<file path="config.mk">
export PLATFORM = sky130hd
export DESIGN_NAME = im2col_ctrl
export DESIGN_NICKNAME = d
export VERILOG_FILES = /design/src/rtl/im2col_ctrl.sv
export SDC_FILE = /design/constraint.sdc
export NUM_CORES = 1
export LEC_CHECK = 0
export BUFFER_PORTS_ARGS = -buffer_cell sky130_fd_sc_hd__buf_2
export CELL_PAD_IN_SITES_DETAIL_PLACEMENT = 0
export CELL_PAD_IN_SITES_GLOBAL_PLACEMENT = 2
export CORE_UTILIZATION = 39
export DETAILED_ROUTE_END_ITERATION = 7
export GPL_TIMING_DRIVEN = 0
export PLACE_DENSITY = 0.88
export SLEW_MARGIN = 5
export SYNTH_ARGS = -nofsm -noshare
export SYNTH_HDL_FRONTEND = slang
export SYNTH_SLANG_ARGS = --single-unit
</file>
<file path="constraint.sdc">
create_clock -name clk -period 18.2 [get_ports clk]
set_clock_uncertainty 0.05 [all_clocks]
set_input_delay 3.64 -clock clk [delete_from_list [all_inputs] [get_ports clk]]
set_output_delay 3.64 -clock clk [all_outputs]
set_load 0.02 [all_outputs]
</file>
<file path="src/rtl/im2col_ctrl.sv">
// im2col_ctrl: walks a KxK convolution window over one input feature map and issues one
// tensor read address and one weight read address per cycle to the S2P buffer.
//
// Ports
//   clk, rstn            clock, asynchronous active-low reset
//   go, abort            job start pulse (IDLE only), synchronous job kill
//   cfg_h, cfg_w         input map height / width, latched at go
//   cfg_pad, cfg_stride  zero padding P and stride S (1..3), latched at go
//   win_ready            GEMM array can accept the next window
//   start                element valid to the S2P buffer
//   t_padding_zero       current tensor element lies in the padding border
//   w_padding_zero       reserved, always 0
//   t_addr, w_addr       tensor / weight SRAM read addresses
//   busy, done, cfg_err  job in progress, end-of-job pulse, rejected-job pulse
//   win_idx              index of the current window (oy*OW+ox)

`ifndef S2P_SIZE
`define S2P_SIZE 3
`endif

module im2col_ctrl #(
   parameter int unsigned K       = `S2P_SIZE,
   parameter int unsigned DIM_W   = 8,
   parameter int unsigned ADDR_W  = 16,
   parameter int unsigned WADDR_W = $clog2(K * K)
) (
   input  logic                 clk,
   input  logic                 rstn,
   input  logic                 go,
   input  logic                 abort,
   input  logic [DIM_W-1:0]     cfg_h,
   input  logic [DIM_W-1:0]     cfg_w,
   input  logic [1:0]           cfg_pad,
   input  logic [1:0]           cfg_stride,
   input  logic                 win_ready,
   output logic                 start,
   output logic                 t_padding_zero,
   output logic                 w_padding_zero,
   output logic [ADDR_W-1:0]    t_addr,
   output logic [WADDR_W-1:0]   w_addr,
   output logic                 busy,
   output logic                 done,
   output logic                 cfg_err,
   output logic [2*DIM_W-1:0]   win_idx
);

   localparam int unsigned KW = (K > 1) ? $clog2(K) : 1;
   // Signed working width for the input coordinates iy/ix.
   localparam int unsigned IW = DIM_W + 2;
   localparam logic [KW-1:0] KLast = KW'(K - 1);

   typedef enum logic [2:0] {StIdle, StCheck, StStream, StWait, StDone} state_t;

   state_t               state_q, state_d;
   logic [DIM_W-1:0]     h_q, w_q, oh_q, ow_q;
   logic [1:0]           pad_q, stride_q;
   logic [KW-1:0]        kx_q, kx_d, ky_q, ky_d;
   logic [DIM_W-1:0]     ox_q, ox_d, oy_q, oy_d;
   logic [2*DIM_W-1:0]   win_idx_q, win_idx_d;
   logic                 start_q, start_d;
   logic                 pad_zero_q, pad_zero_d;
   logic [ADDR_W-1:0]    t_addr_q, t_addr_d;
   logic [WADDR_W-1:0]   w_addr_q, w_addr_d;
   logic                 busy_q, busy_d, done_q, done_d, cfg_err_q, cfg_err_d;

   logic                 load, adv_win, last_elem, last_win;
   logic [IW-1:0]        h_span, w_span, stride_div, oh_calc, ow_calc;
   logic                 cfg_bad;
   logic [IW-1:0]        iy, ix;
   logic                 pad_calc;

   // Output-map geometry, evaluated from the latched configuration during CHECK.
   always_comb begin
      h_span     = IW'(h_q) + IW'({pad_q, 1'b0});
      w_span     = IW'(w_q) + IW'({pad_q, 1'b0});
      stride_div = (stride_q == 2'd0) ? IW'(1) : IW'(stride_q);
      cfg_bad    = (h_span < IW'(K)) || (w_span < IW'(K)) || (stride_q == 2'd0);
      oh_calc    = (h_span - IW'(K)) / stride_div + IW'(1);
      ow_calc    = (w_span - IW'(K)) / stride_div + IW'(1);
   end

   assign last_elem = (kx_q == KLast) && (ky_q == KLast);
   assign last_win  = (ox_q == ow_q - DIM_W'(1)) && (oy_q == oh_q - DIM_W'(1));

   always_comb begin
      state_d   = state_q;
      kx_d      = kx_q;
      ky_d      = ky_q;
      ox_d      = ox_q;
      oy_d      = oy_q;
      win_idx_d = win_idx_q;
      busy_d    = busy_q;
      done_d    = 1'b0;
      cfg_err_d = 1'b0;
      load      = 1'b0;
      adv_win   = 1'b0;

      unique case (state_q)
         StIdle: begin
            if (go) begin
               state_d = StCheck;
               busy_d  = 1'b1;
            end
         end
         StCheck: begin
            if (cfg_bad) begin
               state_d   = StIdle;
               cfg_err_d = 1'b1;
               busy_d    = 1'b0;
            end else begin
               state_d   = StStream;
               kx_d      = '0;
               ky_d      = '0;
               ox_d      = '0;
               oy_d      = '0;
               win_idx_d = '0;
               load      = 1'b1;
            end
         end
         StStream: begin
            if (!last_elem) begin
               load = 1'b1;
               if (kx_q == KLast) begin
                  kx_d = '0;
                  ky_d = ky_q + KW'(1);
               end else begin
                  kx_d = kx_q + KW'(1);
               end
            end else if (last_win) begin
               state_d = StDone;
               done_d  = 1'b1;
               busy_d  = 1'b0;
            end else if (win_ready) begin
               adv_win = 1'b1;
            end else begin
               state_d = StWait;
            end
         end
         StWait: begin
            if (win_ready) adv_win = 1'b1;
         end
         StDone: begin
            state_d = StIdle;
         end
         default: begin
            state_d = StIdle;
         end
      endcase

      // Window advance: ox first, oy on ox wrap; element counters restart.
      if (adv_win) begin
         state_d   = StStream;
         load      = 1'b1;
         kx_d      = '0;
         ky_d      = '0;
         win_idx_d = win_idx_q + (2*DIM_W)'(1);
         if (ox_q == ow_q - DIM_W'(1)) begin
            ox_d = '0;
            oy_d = oy_q + DIM_W'(1);
         end else begin
            ox_d = ox_q + DIM_W'(1);
         end
      end

      // Abort beats everything, including a same-cycle go.
      if (abort) begin
         state_d   = StIdle;
         kx_d      = kx_q;
         ky_d      = ky_q;
         ox_d      = ox_q;
         oy_d      = oy_q;
         win_idx_d = win_idx_q;
         busy_d    = 1'b0;
         done_d    = 1'b0;
         cfg_err_d = 1'b0;
         load      = 1'b0;
      end
   end

   // Element outputs are computed from the next-state counters so that the registered
   // start/padding/address set always describes the same element.
   always_comb begin
      iy = IW'(oy_d) * IW'(stride_q) + IW'(ky_d) - IW'(pad_q);
      ix = IW'(ox_d) * IW'(stride_q) + IW'(kx_d) - IW'(pad_q);
      // A negative coordinate has its MSB set, so it also fails the upper-bound test.
      pad_calc = iy[IW-1] || (iy >= IW'(h_q)) || ix[IW-1] || (ix >= IW'(w_q));

      start_d    = load;
      pad_zero_d = load && pad_calc;
      t_addr_d   = t_addr_q;
      w_addr_d   = w_addr_q;
      if (load) begin
         t_addr_d = pad_calc ? '0 : ADDR_W'(iy) * ADDR_W'(w_q) + ADDR_W'(ix);
         w_addr_d = WADDR_W'(32'(ky_d) * K + 32'(kx_d));
      end
   end

   always_ff @(posedge clk or negedge rstn) begin
      if (!rstn) begin
         state_q    <= StIdle;
         kx_q       <= '0;
         ky_q       <= '0;
         ox_q       <= '0;
         oy_q       <= '0;
         win_idx_q  <= '0;
         start_q    <= 1'b0;
         pad_zero_q <= 1'b0;
         t_addr_q   <= '0;
         w_addr_q   <= '0;
         busy_q     <= 1'b0;
         done_q     <= 1'b0;
         cfg_err_q  <= 1'b0;
      end else begin
         state_q    <= state_d;
         kx_q       <= kx_d;
         ky_q       <= ky_d;
         ox_q       <= ox_d;
         oy_q       <= oy_d;
         win_idx_q  <= win_idx_d;
         start_q    <= start_d;
         pad_zero_q <= pad_zero_d;
         t_addr_q   <= t_addr_d;
         w_addr_q   <= w_addr_d;
         busy_q     <= busy_d;
         done_q     <= done_d;
         cfg_err_q  <= cfg_err_d;
      end
   end

   always_ff @(posedge clk or negedge rstn) begin
      if (!rstn) begin
         h_q      <= '0;
         w_q      <= '0;
         pad_q    <= '0;
         stride_q <= '0;
         oh_q     <= '0;
         ow_q     <= '0;
      end else begin
         if (state_q == StIdle && go && !abort) begin
            h_q      <= cfg_h;
            w_q      <= cfg_w;
            pad_q    <= cfg_pad;
            stride_q <= cfg_stride;
         end
         if (state_q == StCheck) begin
            oh_q <= DIM_W'(oh_calc);
            ow_q <= DIM_W'(ow_calc);
         end
      end
   end

   assign start          = start_q;
   assign t_padding_zero = pad_zero_q;
   assign w_padding_zero = 1'b0;
   assign t_addr         = t_addr_q;
   assign w_addr         = w_addr_q;
   assign busy           = busy_q;
   assign done           = done_q;
   assign cfg_err        = cfg_err_q;
   assign win_idx        = win_idx_q;

endmodule
</file>
# Word-level counts from Yosys, hierarchy flattened

Cells that the tools add are included.

Multiplexer cells: 57
Shift operators: 0
Add/sub/neg operators: 19
Div/mod/pow operators: 2
Multipliers: 4
Equality and inequality tests: 16
Order comparisons: 4
Bitwise operators: 1
Reduce and logical (&&, ||, !) cells: 18

Operator list:

| cell                                                | number |
|---|---|
| 2-to-1 mux 8 bit                                    | 10 |
| 2-to-1 mux 16 bit                                   | 4 |
| adder 8 x 1 -> 8 bit (second input constant)        | 4 |
| 2-to-1 mux 2 bit                                    | 12 |
| adder 10 x 2 -> 10 bit                              | 2 |
| divider 10 x 10 -> 10 bit                           | 2 |
| >= comparator 10 x 8 -> 1 bit                       | 2 |
| multiplier 8 x 2 -> 10 bit                          | 2 |
| subtractor 10 x 2 -> 10 bit                         | 2 |
| subtractor 9 x 2 -> 10 bit (second input constant)  | 2 |
| 2-to-1 mux 1 bit                                    | 19 |
| adder 8 x 3 -> 9 bit                                | 2 |
| < comparator 9 x 2 -> 1 bit (second input constant) | 2 |
| 2-to-1 mux 3 bit                                    | 6 |
| adder 16 x 1 -> 16 bit (second input constant)      | 1 |
| adder 16 x 10 -> 16 bit                             | 1 |
| == test 8 bit                                       | 2 |
| multiplier 10 x 8 -> 16 bit                         | 1 |
| subtractor 8 x 1 -> 8 bit (second input constant)   | 2 |
| != test 3 bit (second input constant)               | 5 |
| one-hot mux 3 bit (4 select lines)                  | 1 |
| != test 4 bit (second input constant)               | 2 |
| one-hot mux 2 bit (2 select lines)                  | 2 |
| == test 3 x 2 -> 1 bit (second input constant)      | 2 |
| other kinds (20)                                    | 31 |

Memories: 0
Latch bits: 0
Bits in registers: 100
Bits in read-only memories: 0
Output and inout bits: 42
Bits of input ports: 25
Bits in writable memories: 0

# Depth between registers and ports, before layout

Word-level depth: 17
Depth in mapped cells: 75
Depth with buffers taken out: 73

# Worst setup path after synthesis

Ideal clock, no wire load.

Kind: register to register
From: register pad_q[0]
To: register oh_q[6]
Cell stages (with the launch flop): 75
Buffers on the path: 3
Required time: 18015 ps
Period minus slack after synthesis: 15523 ps
Setup slack: 2677 ps
Data arrival time: 15338 ps
Setup time: 135 ps
Cells stage by stage: dfrtp_1 -> ha_1 -> inv_1 -> fa_1 -> buf_4 -> and4b_1 -> mux2i_1 -> a21o_1 -> nor2_1 -> ha_1 -> o21bai_1 -> nor2_1 -> a21o_1 -> ha_1 -> a21oi_1 -> o311a_1 -> a311oi_1 -> ha_1 -> [39 not listed] -> nor4b_4 -> nand4_4 -> mux2_2 -> ha_1 -> o21ai_0 -> nand2b_1 -> a211oi_4 -> nand3_2 -> nor2_1 -> a21oi_1 -> ha_1 -> a21oi_1 -> o2111ai_1 -> nand3b_1 -> ha_1 -> and3_1 -> xnor2_1 -> o21ai_0

Cells in the longest elaborated chain, start to end: 4

Ends and longest elaborated chain:

| element                    | RTL line | source |
|---|---|---|
| start, declared            | 56       | `logic [1:0] pad_q, stride_q;` |
| start signal, assigned     | 242      | `pad_q <= cfg_pad;` |
| adder 8 x 3 -> 9 bit       | 74       | `h_span = IW'(h_q) + IW'({pad_q, 1'b0});` |
| subtractor 9 x 2 -> 10 bit | 78       | `oh_calc = (h_span - IW'(K)) / stride_div + IW'(1);` |
| divider 10 x 10 -> 10 bit  | 78       |  |
| adder 8 x 1 -> 8 bit       | 78       |  |
| end signal, assigned       | 246      | `oh_q <= DIM_W'(oh_calc);` |
| end, declared              | 55       | `logic [DIM_W-1:0] h_q, w_q, oh_q, ow_q;` |

Every way passes these cells.
A chain may end at the register's enable or synchronous reset.

# Worst setup path in the final report

Same ends and word-level chain as after synthesis.

==> impl_metrics.yaml <==
floorplan:
  io_pins: 67
  core_area_um2: 34500
  die_h_um: 189
  initial_core_util: 0.396
  die_w_um: 189
  std_cell_rows: 68
  dieArea_um2: 35800
critical_path:
  cpMostUsedCell: "ha_1"
  r2r_end: "oh_q[6]"
  crit_start: "pad_q[0]"
  crit_fanout: 10
  reg2reg_slack_ps: 1100
  r2r-start: "pad_q[0]"
  ff2ff_path_depth: 74
  required_ps: 18380
  cp-end-kind: "flip-flop"
  start_kind: "flip-flop"
  slowest_delay_ps: 550
  cpMaxStageDelayCell: "or4b_4"
  endpoint: "oh_q[6]"
  critical_path_arrival_ps: 17270
  path_class: "flip-flop to flip-flop"
final_layout:
  fillers: 3571
  final_cell_mix: "nand2_1, inv_1, ha_1"
  final_common_cell: "nand2_1"
  diodes: 0
  finalNetCount: 1997
  final_core_util: 0.436
  area_growth_pct: 10.2
  drive_gt1_frac: 0.113
placement:
  gp_congestion: 0.851
  io_buffer_count: 65
  dp_hpwl_um: 29900
yosys:
  syn_area_per_cell_um2: 8.19
  syn_inst: 1668
  synth.distinct_cells: 104
  synth_top_area_frac: 0.183
  async_flop_share: 1.00
  ys.flop_type: "dfrtp_1"
  ys_ff_latch: 100
  ys_warn_count: 0
  syn-num-nets: 1916
  syn_area_um2: 13700
  yosys-top-cells-area: "dfrtp_1, ha_1, fa_1, nand2_1, inv_1"
  synth_edf_count: 0
  yosys.area.top_type: "dfrtp_1"
  seq_area_frac_synth: 0.183
clock_network:
  clk_pin_slew_ps: 80
  htreeDepth: 3
  hold_buffers: 0
  clk_latency_ps: 370
  cts_sinks: 100
  root_buffer: "clkbuf_16"
  numCtsBuffers: 9
  cts_tree: "done"
  cts_buffer_depth: 2
sta:
  relSlewSlack: 0.208
  setup-violations-final: 0
  tightestPinTransition_ps: 1190
  finalHoldViolCount: 0
  fmax_mhz: 58.5
  drv_slew: 0
  post-route-period-util: 0.939
  tns_ps: 0
  post-route-min-period_ps: 17100
detailed_routing:
  vias: 11900
  drt-pass1-iter-count: 6
  drt_wl_total_um: 36700
  wl_per_cell_um: 16.6
  drt-vias-per-instance: 5.37
  drt_iter0_drc: 542
  final_antenna_net_count: 0
  drc_errors: 0
global_routing:
  grt_first_pass_wirelength_um: 60700
  grt_pass1_vias: 11600
  grt_overflow_total: 0
  antenna_found_initial: 0
  grt_max_degree: 54
  grtUsageTotal: 0.211
min_path:
  hold_start: "t_addr[6]"
  hold_path.class: "flip-flop to flip-flop"
status:
  status: "complete, no violations"
job:
  max_cap_violations: 0
==> cells by family (layout without fill, tap and decap cells) <==
family / after synthesis / after routing / synth area share
compound gates: 385 / 385 / 0.194
flops: 100 / 100 / 0.183
buf+inv: 228 / 314 / 0.0657
xor+xnor: 112 / 112 / 0.0723
other cells: 1 / 1 / 0.000274
fa+ha+maj: 223 / 223 / 0.241
simple gates: 587 / 587 / 0.218
mux: 32 / 32 / 0.0253
==> flip-flops by register name, indices dropped and copies added (netlist names) <==
name and cells:
done 1, t_padding_zero 1, win_idx 16, w_q 8, t_addr 16, busy 1
stride_q 2, state_q 3, kx_q 2, cfg_err 1, pad_q 2, start 1
oh_q 8, h_q 8, w_addr 4, ow_q 8, oy_q 8, ky_q 2
ox_q 8
==> per-stage QoR <==
stage                     hold WS (ps)  worst slack [ps]  std cells  cell area [um^2]
after floorplan                    416              2680       1668             13700
after global placement             406             -25.1       2188             14600
after detailed placement           420              -116       2189             14600
after CTS                          440              32.8       2205             14900
after global routing               473             -58.4       2209             15100
final                              438              1100       2209             15100
==> synthesized netlist by cell type (all sizes together) (11+ instances only) <==
master,number
ha,156
a21oi,73
nand2b,35
nand4,15
o21a,16
o211ai,12
nand3,43
clkbuf,37
and2,35
o21ai,109
nor2b,14
a31oi,12
and3,20
nand2,210
a21o,26
mux2,11
nor4,11
buf,15
nor2,104
or2,17
o21bai,18
nor3,37
dfrtp,100
fa,67
mux2i,21
xnor2,69
o31ai,23
xor2,43
inv,176
==> worst max-delay path, delay by kind of cell (launching register included) <==
kind | cells | cell delay (ps)
mux | 5 | 1500
fa+ha+maj | 13 | 4040
buf+inv | 5 | 780
xor+xnor | 1 | 150
simple gates | 24 | 5190
flops | 1 | 440
compound gates | 26 | 4790
==> repair_timing <==
| item | in CTS | in global routing |
|---|---|---|
| endpoints found under the hold margin | 0 | 0 |
| pin swaps | 0 | 4 |
| buffers inserted | 0 | 5 |
| endpoints found under the setup margin | 3 | 16 |
| gates resized for setup | 2 | 27 |
==> metal layers <==
layer	up-vias	global-route usage	routed length [um]
li1	5958	-	-
met1	5672	0.288	17900
met2	207	0.348	17000
met3	26	0.0363	1380
met4	0	0.0434	455
met5	-	0	0
==> worst min path at each step <==
stage                 to  slack [ps]  depth (start not counted)
2_1_floorplan    oh_q[6]         420                          2
4_1_cts        t_addr[2]         440                          2
3_3_place_gp   t_addr[0]         410                          2
6_report       t_addr[6]         440                          2
5_1_grt        w_addr[1]         470                          2
3_5_place_dp   t_addr[2]         420                          2
==> cell type report <==
type / count / area, um^2 / area share
Multi-Input combinational cell: 1340 / 10400 / 0.690
Sequential cell: 100 / 2500 / 0.166
Inverter: 176 / 664 / 0.0441
Tap cell: 455 / 569 / 0.0378
Timing Repair Buffer: 71 / 397 / 0.0263
Clock buffer: 10 / 239 / 0.0159
Buffer: 51 / 234 / 0.0155
Clock inverter: 6 / 53.8 / 0.00357
Power is not shown: default switching activity piles up to over one toggle a cycle in this logic, so the estimate is an artifact.
